==> config.mk <==
export PLATFORM = sky130hd
export DESIGN_NAME = sar_sequencer
export DESIGN_NICKNAME = d
export VERILOG_FILES = /design/src/rtl/sar_sequencer.sv
export SDC_FILE = /design/constraint.sdc
export NUM_CORES = 1
export LEC_CHECK = 0
export BUFFER_PORTS_ARGS = -buffer_cell sky130_fd_sc_hd__buf_2
export CAP_MARGIN = 10
export CORE_ASPECT_RATIO = 0.9
export CORE_UTILIZATION = 53
export DETAILED_ROUTE_END_ITERATION = 10
export PLACE_DENSITY = 0.74
export SYNTH_ARGS = -nofsm -noshare
export SYNTH_HDL_FRONTEND = slang
export SYNTH_SLANG_ARGS = --single-unit
==> constraint.sdc <==
create_clock -name wb_clk_i -period 2.76 [get_ports wb_clk_i]
set_input_delay 0.552 -clock wb_clk_i [delete_from_list [all_inputs] [get_ports wb_clk_i]]
set_output_delay 0.552 -clock wb_clk_i [all_outputs]
set_load 0.02 [all_outputs]
==> src/rtl/sar_sequencer.sv <==
// SAR ADC conversion sequencer: trigger handling, binary-search DAC stepping,
// periodic trigger timer and a first-word-fall-through result FIFO.
module sar_sequencer #(
    parameter int unsigned N_BITS     = 10,
    parameter int unsigned FIFO_DEPTH = 4
) (
    input  logic              wb_clk_i,
    input  logic              wb_rst_i,
    input  logic              start_i,
    input  logic              cont_i,
    input  logic [15:0]       period_i,
    input  logic [3:0]        settle_i,
    input  logic              comp_in,
    output logic              sample_o,
    output logic [N_BITS-1:0] dac_code_o,
    output logic              busy_o,
    output logic              eoc_o,
    output logic [N_BITS-1:0] res_data_o,
    output logic              res_valid_o,
    input  logic              res_ready_i,
    output logic              ovf_o,
    output logic              miss_o,
    input  logic              clr_i
);

    localparam int unsigned BW = (N_BITS > 1) ? $clog2(N_BITS) : 1;
    localparam int unsigned AW = (FIFO_DEPTH > 1) ? $clog2(FIFO_DEPTH) : 1;
    localparam int unsigned CW = AW + 1;

    typedef enum logic [1:0] {IDLE, SAMPLE, CONVERT, DONE} state_t;

    state_t            state_q, state_d;
    logic [3:0]        cnt_q, cnt_d;
    logic [3:0]        settle_q, settle_d;
    logic [BW-1:0]     bit_q, bit_d;
    logic [N_BITS-1:0] code_q, code_d;
    logic [15:0]       timer_q, timer_d;
    logic              sample_q, sample_d;
    logic              busy_q, busy_d;
    logic              eoc_q, eoc_d;
    logic              miss_q, miss_d;
    logic              ovf_q, ovf_d;
    logic [AW-1:0]     wr_ptr_q, wr_ptr_d;
    logic [AW-1:0]     rd_ptr_q, rd_ptr_d;
    logic [CW-1:0]     count_q, count_d;
    logic [N_BITS-1:0] head_q, head_d;
    logic              valid_q, valid_d;
    logic [N_BITS-1:0] mem_q [FIFO_DEPTH];

    logic [15:0]       reload_c;
    logic              timer_exp_c;
    logic              trig_c;
    logic [N_BITS-1:0] trial_mask_c;
    logic [N_BITS-1:0] resolved_c;
    logic              push_c;
    logic              pop_c;
    logic              full_c;
    logic              wr_en_c;

    // Trigger sources and periodic timer
    always_comb begin
        reload_c    = (period_i == 16'd0) ? 16'd1 : period_i;
        timer_exp_c = cont_i && (timer_q == 16'd1);
        trig_c      = start_i || timer_exp_c;
        timer_d     = timer_q;
        if (!cont_i || (timer_q == 16'd1)) begin
            timer_d = reload_c;
        end else begin
            timer_d = timer_q - 16'd1;
        end
    end

    // Conversion FSM: next state and registered outputs
    always_comb begin
        state_d      = state_q;
        cnt_d        = cnt_q;
        settle_d     = settle_q;
        bit_d        = bit_q;
        code_d       = code_q;
        trial_mask_c = N_BITS'(1) << bit_q;
        resolved_c   = comp_in ? code_q : (code_q & ~trial_mask_c);
        case (state_q)
            IDLE: begin
                if (trig_c) begin
                    state_d  = SAMPLE;
                    settle_d = settle_i;
                    cnt_d    = 4'd0;
                    code_d   = '0;
                end
            end
            SAMPLE: begin
                if (cnt_q == settle_q) begin
                    state_d = CONVERT;
                    cnt_d   = 4'd0;
                    bit_d   = BW'(N_BITS - 1);
                    code_d  = N_BITS'(1) << (N_BITS - 1);
                end else begin
                    cnt_d = cnt_q + 4'd1;
                end
            end
            CONVERT: begin
                if (cnt_q == settle_q) begin
                    cnt_d = 4'd0;
                    if (bit_q == '0) begin
                        state_d = DONE;
                        code_d  = resolved_c;
                    end else begin
                        bit_d  = bit_q - BW'(1);
                        code_d = resolved_c | (N_BITS'(1) << (bit_q - BW'(1)));
                    end
                end else begin
                    cnt_d = cnt_q + 4'd1;
                end
            end
            DONE: begin
                state_d = IDLE;
            end
            default: begin
                state_d = IDLE;
            end
        endcase
        sample_d = (state_d == SAMPLE);
        busy_d   = (state_d != IDLE);
        eoc_d    = (state_d == DONE);
    end

    // Result FIFO bookkeeping and sticky flags; the head is kept in a register
    always_comb begin
        push_c   = (state_q == DONE);
        pop_c    = valid_q && res_ready_i;
        full_c   = (count_q == CW'(FIFO_DEPTH));
        wr_en_c  = push_c && (!full_c || pop_c);
        wr_ptr_d = wr_en_c ? wr_ptr_q + AW'(1) : wr_ptr_q;
        rd_ptr_d = pop_c ? rd_ptr_q + AW'(1) : rd_ptr_q;
        count_d  = count_q + CW'(wr_en_c) - CW'(pop_c);
        valid_d  = (count_d != '0);
        head_d   = '0;
        if (count_d != '0) begin
            if (wr_en_c && (rd_ptr_d == wr_ptr_q)) begin
                head_d = code_q;
            end else begin
                head_d = mem_q[rd_ptr_d];
            end
        end
        ovf_d  = ovf_q;
        miss_d = miss_q;
        if (clr_i) begin
            ovf_d  = 1'b0;
            miss_d = 1'b0;
        end
        if (push_c && full_c && !pop_c) begin
            ovf_d = 1'b1;
        end
        if (trig_c && (state_q != IDLE)) begin
            miss_d = 1'b1;
        end
    end

    always_ff @(posedge wb_clk_i) begin
        if (wb_rst_i) begin
            state_q  <= IDLE;
            cnt_q    <= 4'd0;
            settle_q <= 4'd0;
            bit_q    <= '0;
            code_q   <= '0;
            timer_q  <= reload_c;
            sample_q <= 1'b0;
            busy_q   <= 1'b0;
            eoc_q    <= 1'b0;
            miss_q   <= 1'b0;
            ovf_q    <= 1'b0;
            wr_ptr_q <= '0;
            rd_ptr_q <= '0;
            count_q  <= '0;
            head_q   <= '0;
            valid_q  <= 1'b0;
        end else begin
            state_q  <= state_d;
            cnt_q    <= cnt_d;
            settle_q <= settle_d;
            bit_q    <= bit_d;
            code_q   <= code_d;
            timer_q  <= timer_d;
            sample_q <= sample_d;
            busy_q   <= busy_d;
            eoc_q    <= eoc_d;
            miss_q   <= miss_d;
            ovf_q    <= ovf_d;
            wr_ptr_q <= wr_ptr_d;
            rd_ptr_q <= rd_ptr_d;
            count_q  <= count_d;
            head_q   <= head_d;
            valid_q  <= valid_d;
        end
    end

    // FIFO storage needs no reset; occupancy is tracked by the pointers
    always_ff @(posedge wb_clk_i) begin
        if (!wb_rst_i && wr_en_c) begin
            mem_q[wr_ptr_q] <= code_q;
        end
    end

    assign sample_o    = sample_q;
    assign dac_code_o  = code_q;
    assign busy_o      = busy_q;
    assign eoc_o       = eoc_q;
    assign res_data_o  = head_q;
    assign res_valid_o = valid_q;
    assign ovf_o       = ovf_q;
    assign miss_o      = miss_q;

endmodule

* Word-level counts from Yosys, hierarchy flattened
Memory sizes are Yosys's and may differ from the RTL's. A register that Yosys moved wholly into a read port is not among the register bits. Index checks and enable logic that the tools add are counted.
Cells by class: $add $sub $neg 7, equal/unequal tests 12, shift-type cells 2, mux-type cells 27, bitwise logic cells 4, reduce and logical (&&, ||, !) cells 31
Operators with widths (number):
- two-way mux 10 bit | 5
- two-way mux 16 bit | 3
- one-hot mux 10 bit (3 select lines) | 1
- two-way mux 4 bit | 5
- left shift 1 x 4 -> 10 bit, first input constant | 2
- equality test 16 x 1 -> 1 bit, second input constant | 1
- zero test 16 bit | 1
- one-hot mux 4 bit (2 select lines) | 2
- subtractor 16 x 1 -> 16 bit, second input constant | 1
- nonzero test 2 bit | 6
- AND 10 bit | 1
- two-way mux 2 bit | 5
- NOT 10 bit | 1
- bitwise OR 10 bit | 1
- inequality test 2 bit, second input constant | 4
- one-hot mux 2 bit (4 select lines) | 1
- AND reduction 4 bit | 2
- logical AND 1 bit | 7
- equality test 2 bit, second input constant | 3
- nonzero test 3 bit | 2
- two-way mux 1 bit | 5
- adder 2 x 1 -> 2 bit, second input constant | 2
- adder 4 x 1 -> 4 bit, second input constant | 1
- equality test 2 x 1 -> 1 bit, second input constant | 2
- other kinds (12) | 19
Storage, ports and cells: bits in registers 53, memory bits (writable) 40, bits of input ports 27, output and inout port bits 26, word-level logic and storage cells 99, memories 1
Memories:
- mem_q | depth 4, bits a word 10, rd ports 1, clocked after memory_dff 1, wr ports 1, line 48 | logic [N_BITS-1:0] mem_q [FIFO_DEPTH];

* Logic depth before layout (Yosys ltp)
Gate-level depths: netlist of the first run.
depth in word-level cells 9, depth in mapped cells 13

* Least setup slack after synthesis of the first run
No wires, ideal clock.
kind register to register, start register valid_q, in the netlist res_valid_o, end register head_q[0], in the netlist res_data_o[0], read port of mem_q, library setup time 0.132 ns, arrival time 2.723 ns, slack -0.095 ns, stages on the path, launching flop included 14, buffers on the path 3, cells stage by stage dfxtp_1 nand2_1 inv_2 clkbuf_1 clkbuf_1 ha_1 inv_1 ha_1 fa_1 nor2_1 nand2_1 nand2_1 clkbuf_1 a21oi_1
Between the ends: cells in the longest elaborated chain, start to end 8
Ends and longest elaborated chain:
- start, declared | line 47 | logic valid_q, valid_d;
- start signal, assigned | line 193 | valid_q <= valid_d;
- logical AND 1 bit * | line 130 | pop_c = valid_q && res_ready_i;
- logical OR 1 bit | line 132 | wr_en_c = push_c && (!full_c || pop_c);
- logical AND 1 bit | line 132
- adder 3 x 1 -> 3 bit | line 135 | count_d = count_q + CW'(wr_en_c) - CW'(pop_c);
- subtractor 3 x 1 -> 3 bit * | line 135
- net count_d[1] | line 45 | logic [CW-1:0] count_q, count_d;
- nonzero test 3 bit * | line 138 | if (count_d != '0) begin
- NOT 1 bit (no source line) *
- OR reduction 2 bit (no source line) *
- end, declared | line 46 | logic [N_BITS-1:0] head_q, head_d;
Mark *: on every way through the listed nets, which the timed path passes. The rest lies on a longest branch. A chain may end at the register's enable or synchronous reset.

* Final worst setup path of the first run
start register state_q[0], end register head_q[5], in the netlist res_data_o[5], read port of mem_q
Between the ends: cells in the longest elaborated chain, start to end 7
Ends and longest elaborated chain:
- start, declared | line 32 | state_t state_q, state_d;
- start signal, assigned | line 178 | state_q <= state_d;
- equality test 2 bit | line 129 | push_c = (state_q == DONE);
- logical AND 1 bit | line 132
- adder 3 x 1 -> 3 bit | line 135
- subtractor 3 x 1 -> 3 bit | line 135
- nonzero test 3 bit | line 138
- NOT 1 bit (no source line)
- OR reduction 2 bit (no source line)
No other way between the ends.

==> results of run 1 <==
## per-stage QoR
step	area, um^2	power [W]	hold WS, ns	cells	util, %
floorplan	5060	0.00259	0.461	507	-
global placement	5480	0.00290	0.449	667	59.8
detailed placement	5480	0.00293	0.471	667	59.8
CTS	5670	0.00381	0.412	683	61.9
global route	5670	0.00399	0.442	683	61.9
finish	5670	0.00380	0.422	683	61.9
## tightest hold or removal path, cell delays in order
cell,delay (ns)
buf_2,0.07
mux2i_1,0.05
nor2_1,0.07
## area by class of cell
class	instances	area [um^2]	share of cell area, %
Tap cell	122	153	2.69
Clock inverter	7	65.1	1.15
Clock buffer	9	124	2.18
Multi-Input combinational cell	353	2400	42.3
Sequential cell	103	2460	43.4
Inverter	21	78.8	1.39
Timing Repair Buffer	68	393	6.93
## path summary, 6_finish.rpt
check             cells past startpoint         from             to
setup / recovery                     12   state_q[0]  res_data_o[5]
hold / removal                        3  settle_i[3]    settle_q[3]
setup reg to reg                     12   state_q[0]  res_data_o[5]
hold reg to reg                       2        ovf_o          ovf_o
## metal layers
metal  wire, um  part of all wire (%)  up-vias  GRT usage, %
met5          0                     0        -             0
met4        140                   1.2        0          7.86
met3        706                   6.2       15          3.86
met2       5380                    48      154          38.6
met1       5090                    45     1969          31.0
li1           -                     -     1980             -
## cells in the final DEF (no fill, tap or decap), types with 10 or more instances in the layout
cell,instances
nor3_1,23
xor2_1,13
a21oi_1,29
nor2_1,41
dfxtp_1,63
or3_1,10
nand3_1,14
edfxtp_1,40
buf_2,52
inv_1,19
o21ai_0,17
ha_1,18
nand2_1,38
mux2_2,10
o221ai_1,15
buf_4,15
## report_power, final
group	leakage [nW]	internal, W	switching (W)
clock network	0.0973	0.000347	0.000540
logic	1.21	0.000439	0.000665
registers	0.845	0.00170	0.000112
## registers in the layout, indices dropped and copies added (netlist names), 2 cells and up
register    flops
mem_q          40
dac_code_o     10
state_q         2
bit_q           4
rd_ptr_q        2
res_data_o     10
count_q         3
wr_ptr_q        2
settle_q        4
timer_q        16
cnt_q           4
## kinds of logic after synthesis
logic type	Yosys count	synth area share, %
buffers and inverters	51	3.86
adder cells (fa/ha/maj)	19	4.85
XOR/XNOR	22	3.81
flip-flops	103	48.7
AO/OA/AOI/OAI	121	17.0
AND/OR/NAND/NOR	174	18.2
multiplexers	17	3.61
==> reports/metrics.csv, run 1 <==
metric,value,unit
crit_slowest_cell,dfxtp_1,
postSynthCellCount,507,
p_per_area,670,nW/um^2
drive_above_1_share,18.9,%
core,9170,um^2
cp_max_fo,11,
crit_family,adder cells,
start_kind,register,
fin_crit,2.50,ns
setup_ws,0.263,ns
yosysUniqueCellTypes,69,
cp.required,3.01,ns
cts_buffers,9,
rrSetupSlack,0.26,ns
start_util,55.1,%
grt_pass1_vias,3805,
wl,11.3,mm
synth.most_common_cell,dfxtp_1,
syn_avg_cell_area,9.97,um^2
syn2layout_area_growth,12.2,%
antenna_found_initial,0,
insertion_delay,0.35,ns
tritoncts,built,
p_leak,2.16,nW
routed_via_density,6.03,
die_area,9930,um^2
rsz0062_at_grt,no,
htree_levels,3,
ioPinCount,53,
place.gp.congestion,0.873,
fillers,783,
ys_ff_latch,103,
seq_area_frac_synth,48.7,%
final-setup-viol-count,0,
worstPathArrival,2.75,ns
die_x,105,um
synthArstFlopShare,0,%
detail_route.wl_per_cell,16.6,um
fin_tns_setup,0,ns
worstMarginPinSlew,0.666,ns
clk_path_buf_depth,2,
ctsResizeCount,0,
hold_class,input pin to register,
drt-initial-drc-count,191,
grt_overflow,0,
chipHeight,94.7,um
yosys.area.top_type,dfxtp_1,
slowest_delay,0.43,ns
synth_top_area_share,25.0,%
yosys-top-cells-count,"dfxtp_1 (63), nor2_1 (41), edfxtp_1 (40)",
antenna_left,0,
port_buffers,52,
grt_max_degree,27,
first_pass_iters,5,
syn_nets,553,
syn_area,5050,um^2
crit_buf_inv,3,
maxSlewHeadroom,55.6,%
antennaDiodeCount,0,
cts-hold-fix-buffers,0,
fmax,401,MHz
root_buffer,clkbuf_8,
dp_slack,0.0910,ns
fin_nets,602,
synth-edff-count,40,
hold_violations,0,
vdd_drop_max,0.000425,V
drc,0,
status,completed,
slew_viol_final,0,
cts_setup_buffers,0,
grt_usage,23.2,%
critical_path.cell_chain,"ha_1, inv_1, a31o_2, ha_1, inv_1, ha_1, fa_1, xnor2_1, nand2_1, nand2_1, buf_12, a21oi_1",
critical_path_class,register to register,
row_count,33,
cpMostUsedCell,ha_1,
yosysWarnings,0,
vias,4118,
period_share,90.5,%
clock_skew,0.00930,ns
max_cap_violations,0,
netlist_top_cells_area,"dfxtp_1 (25%), edfxtp_1 (24%), ha_1 (4.5%)",
synthFlopType,dfxtp_1,
hpwl,8.03,mm
path_clk_slew,0.10,ns
grt_first_pass_wirelength,18.2,mm
end_kind,register,
cts.sinks,103,
Power figures use the tool's default switching activity.
==> run 2, diff against run 1 <==
Settings changed: CORE_UTILIZATION 53 to 35, PLACE_DENSITY 0.74 to 0.52.
==> run 2 against run 1 <==
  * Clock-buffer cell count is the same
  * Largest power group unchanged
  * Register-to-register slack about the same
  * Combinational power is essentially flat
  * Critical path type unchanged
  * Wire length rose by 6.7%
  * Critical path depth is the same
  * Clock power up 51%
  * Highest routed layer unchanged
==> reports/metrics.csv, run 2 (synthesis results as in run 1) <==
metric,value,unit,change
setup_ws,0.249,ns,-0.0141 ns
cts_buffers,9,,unchanged
placedCellCount,738,,+11%
p_leak,2.21,nW,+2.4%
ioPinCount,53,,unchanged
worstPathArrival,2.75,ns,about the same
hpwl,8.44,mm,+5.1%
htree_levels,3,,unchanged
power.total,0.00425,W,+12%
p_per_area,723,nW/um^2,+7.9%
tritoncts,built,,
cp.required,3.00,ns,about the same
wl,12.1,mm,+6.7%
status,completed,,
rsz0062_at_grt,no,,
hold_class,input pin to register,,
critical_path.cell_chain,"ha_1, inv_1, a31o_2, ha_1, inv_1, ha_1, fa_1, xnor2_1, nand2_1, nand2_1, buf_12, a21oi_1",,
fin_crit,2.51,ns,+0.0141 ns
root_buffer,clkbuf_16,,
vdd_drop_max,0.000347,V,-18%
max_cap_violations,0,,unchanged
fin_nets,602,,unchanged
final_cells,754,,+10%
clk_path_buf_depth,2,,unchanged
slew_viol_final,0,,unchanged
slowest_delay,0.41,ns,-0.02 ns
maxSlewHeadroom,59.4,%,+3.8 points
die_area,14900,um^2,+50%
core,14100,um^2,+53%
path_clk_slew,0.07,ns,-0.03 ns
cts.sinks,103,,unchanged
crit_buf_inv,3,,unchanged
hold_violations,0,,unchanged
drive_above_1_share,18.9,%,unchanged
syn2layout_area_growth,16.4,%,
cp_max_fo,11,,unchanged
top_register,mem_q,,
drc,0,,unchanged
reg_top3,"mem_q x40, timer_q x16",,
first_pass_iters,4,,-1
clock_skew,0.0139,ns,+0.00460 ns
fillers,1385,,+77%
start_kind,register,,
antenna_left,0,,unchanged
cts_setup_buffers,0,,unchanged
antennaDiodeCount,0,,unchanged
vias,4009,,-2.6%
largest_reg_flops,40,,unchanged
insertion_delay,0.35,ns,about the same
start_util,36.0,%,-19 points
final-setup-viol-count,0,,unchanged
grt_usage,16.9,%,-6.3 points
crit_slowest_cell,dfxtp_1,,
hold_start,settle_i[2],,
dp_slack,0.159,ns,+0.0675 ns
worstMarginPinSlew,0.608,ns,-0.0571 ns
routed_via_density,5.32,,-12%
grt_max_degree,27,,unchanged
seqCellArea,2460,um^2,unchanged
row_count,41,,+24%
grt_pass1_vias,3664,,-3.7%
critical_path_class,register to register,,
cpMostUsedCell,ha_1,,
die_x,129,um,+23%
port_buffers,52,,unchanged
grt_first_pass_wirelength,19.4,mm,+6.5%
end_kind,register,,
antenna_found_initial,0,,unchanged
fmax,398,MHz,-0.56%
fin_tns_setup,0,ns,unchanged
crit_family,adder cells,,
layout_common_cells,"dfxtp_1 (63), buf_2 (52), nor2_1 (41)",,
period_share,91.0,%,+0.51 points
r2r_start,state_q[1],,
crit_start,state_q[1],,
drt-initial-drc-count,334,,+75%
final_common_cell,dfxtp_1,,
cts-hold-fix-buffers,0,,unchanged
detail_route.wl_per_cell,16.0,um,-3.4%
chipHeight,116,um,+23%
ctsResizeCount,0,,unchanged
grt_overflow,0,,unchanged
place.gp.congestion,0.793,,-9.2%
hold_ws,0.430,ns,+0.00773 ns
multi_input_comb_area,2400,um^2,unchanged
[run 2: cell types whose count changed in the layout (fill, tap and decap cells not counted)]
cell	previous run	this run
bufinv_16	0	1
clkbuf_16	0	9
clkbuf_8	9	0
clkinv_2	1	0
clkinv_4	2	1
clkinv_8	1	0
clkinvlp_2	0	1
inv_6	3	2
inv_8	0	2
[run 2: power breakdown]
| part | switching, W | internal, W | total, W |
|---|---|---|---|
| clock network | 0.000616 | 0.000723 | 0.00134 |
| registers | 0.000106 | 0.00170 | 0.00180 |
| logic | 0.000667 | 0.000440 | 0.00111 |
| total | 0.00139 | 0.00286 | 0.00425 |
[run 2: stage by stage]
step                cell area, um^2  utilization [%]
floorplan                      5060                -
global placement               5570             39.6
detailed placement             5570             39.6
CTS                            5880             41.8
global route                   5880             41.8
finish                         5880             41.8
[run 2: path summary, 6_finish.rpt]
kind | slack, ns | cells after the start | end
max | 0.25 | 12 | res_data_o[9]
min | 0.43 | 3 | settle_q[2]
min reg2reg | 0.49 | 2 | ovf_o
max reg2reg | 0.25 | 12 | res_data_o[9]
[run 2: metal layers]
layer	GRT usage (%)	share of wire, %
met5	0	0
met4	5.80	1.2
met3	3.28	4.5
met2	25.8	45
met1	23.9	49
[run 2: final cells by class]
cell class,instances,area share (%)
flip-flops and latches,103,41.9
inverters,21,1.34
clock inverters,7,1.43
repair buffers,68,6.68
clock buffers,9,3.83
well taps,193,4.11
multi-input cells,353,40.8
[run 2: tightest hold or removal path, cell delays in order]
cell     delay (ns)
buf_2          0.07
mux2i_1        0.05
nor2_1         0.07
==> run 3, diff against run 2 <==
Settings changed: REMOVE_ABC_BUFFERS set to 1.
==> run 3 against run 2 <==
  * Flip-flop and latch count unchanged
  * Sequential power barely moved
  * Wire length is 0.61% lower
  * Largest cell class unchanged
==> reports/metrics.csv, run 3 (synthesis results as in run 1) <==
metric,value,unit,change
status,completed,,
hpwl,8.36,mm,-1.0%
core,14100,um^2,unchanged
fin_crit,2.49,ns,-0.0231 ns
worstPathArrival,2.73,ns,-0.02 ns
top_register,mem_q,,
grt_usage,17.1,%,+0.16 points
period_share,90.1,%,-0.84 points
grt_pass1_vias,3808,,+3.9%
hold_violations,0,,unchanged
first_pass_iters,5,,+1
p_per_area,707,nW/um^2,-2.2%
grt_overflow,0,,unchanged
path_clk_slew,0.08,ns,about the same
clock_skew,0.00768,ns,-0.00623 ns
fin_tns_setup,0,ns,unchanged
ioPinCount,53,,unchanged
cts_buffers,9,,unchanged
syn2layout_area_growth,15.9,%,
row_count,41,,unchanged
tritoncts,built,,
root_buffer,clkbuf_16,,
final_cells,753,,-0.13%
place.gp.congestion,0.813,,+2.6%
routed_via_density,5.35,,+0.63%
final_common_cell,dfxtp_1,,
hold_class,input pin to register,,
drt-initial-drc-count,315,,-5.7%
grt_max_degree,27,,unchanged
drc,0,,unchanged
start_util,36.0,%,unchanged
vdd_drop_max,0.000331,V,-4.7%
worstMarginPinSlew,0.558,ns,-0.0508 ns
htree_levels,3,,unchanged
cp.required,3.00,ns,about the same
antenna_left,0,,unchanged
reg_top3,"mem_q x40, timer_q x16",,
insertion_delay,0.36,ns,about the same
rsz0062_at_grt,no,,
start_kind,register,,
slew_viol_final,0,,unchanged
finalCoreUtilization,41.7,%,-0.18 points
fin_nets,601,,-0.17%
vias,4029,,+0.50%
chipHeight,116,um,unchanged
fmax,402,MHz,+0.93%
p_leak,2.19,nW,-0.63%
die_area,14900,um^2,unchanged
drive_above_1_share,18.9,%,+0.034 points
max_cap_violations,0,,unchanged
clk_path_buf_depth,2,,unchanged
die_x,129,um,unchanged
critical_path_class,register to register,,
maxSlewHeadroom,62.8,%,+3.4 points
largest_reg_flops,40,,unchanged
final-setup-viol-count,0,,unchanged
wl,12.0,mm,-0.61%
cts_setup_buffers,0,,unchanged
end_kind,register,,
grt_first_pass_wirelength,19.5,mm,+0.50%
cp_max_fo,11,,unchanged
antenna_found_initial,0,,unchanged
antennaDiodeCount,0,,unchanged
port_buffers,52,,unchanged
placedCellCount,737,,-0.14%
cts.sinks,103,,unchanged
detail_route.wl_per_cell,15.9,um,-0.48%
layout_common_cells,"dfxtp_1 (63), buf_2 (52), nor2_1 (41)",,
## run 3: final cells by class
cell class              instances  area [um^2]
inverters                      21         78.8
flip-flops and latches        103         2460
clock buffers                   9          225
well taps                     193          241
clock inverters                 7         76.3
multi-input cells             353         2400
repair buffers                 67          373
fillers                      1376         8200
## run 3: where the power goes
group	internal, W	switching (W)	leakage [nW]
Combinational	0.000407	0.000663	1.20
Clock	0.000639	0.000627	0.146
Sequential	0.00170	0.000105	0.845
Total	0.00274	0.00140	2.19
## run 3: worst paths after layout
kind | startpoint | end | slack [ns] | cells past startpoint
worst max-delay path | state_q[0] | res_data_o[3] | 0.27 | 11
worst min-delay path | settle_i[0] | settle_q[0] | 0.43 | 3
worst max register to register | state_q[0] | res_data_o[3] | 0.27 | 11
worst min register to register | ovf_o | ovf_o | 0.48 | 2
## run 3: per-layer routing
metal  wire length [um]  track usage, %
met3                617            4.06
met1               6050            23.7
met4                161            6.20
met2               5170            25.9
met5                  0               0
## run 3: worst max-delay path, cell delays in order (launching register included)
cell     delay (ns)
dfxtp_1        0.41
ha_1           0.24
inv_1          0.06
a31o_2         0.22
ha_1           0.27
inv_1          0.04
ha_1           0.18
fa_1           0.38
xnor2_1        0.21
nand2_1        0.09
nand2_2        0.21
a21oi_1        0.07
## run 3: repair_timing
| action | 4_1_cts | 5_1_grt |
|---|---|---|
| hold buffers | 0 | 0 |
| hold endpoints to repair | 0 | 0 |
| endpoints found under the setup margin | 0 | 11 |
| resized for setup | 0 | 1 |
## run 3: per-stage QoR
step / worst slack, ns / hold slack [ns] / total power, W / area (um^2)
after floorplan: -0.0358 / 0.461 / 0.00255 / 4940
after global placement: 0.0591 / 0.467 / 0.00288 / 5550
after detailed placement: -0.0314 / 0.483 / 0.00290 / 5550
after CTS: 0.107 / 0.417 / 0.00417 / 5850
after global routing: 0.0511 / 0.425 / 0.00438 / 5860
final: 0.272 / 0.427 / 0.00414 / 5860
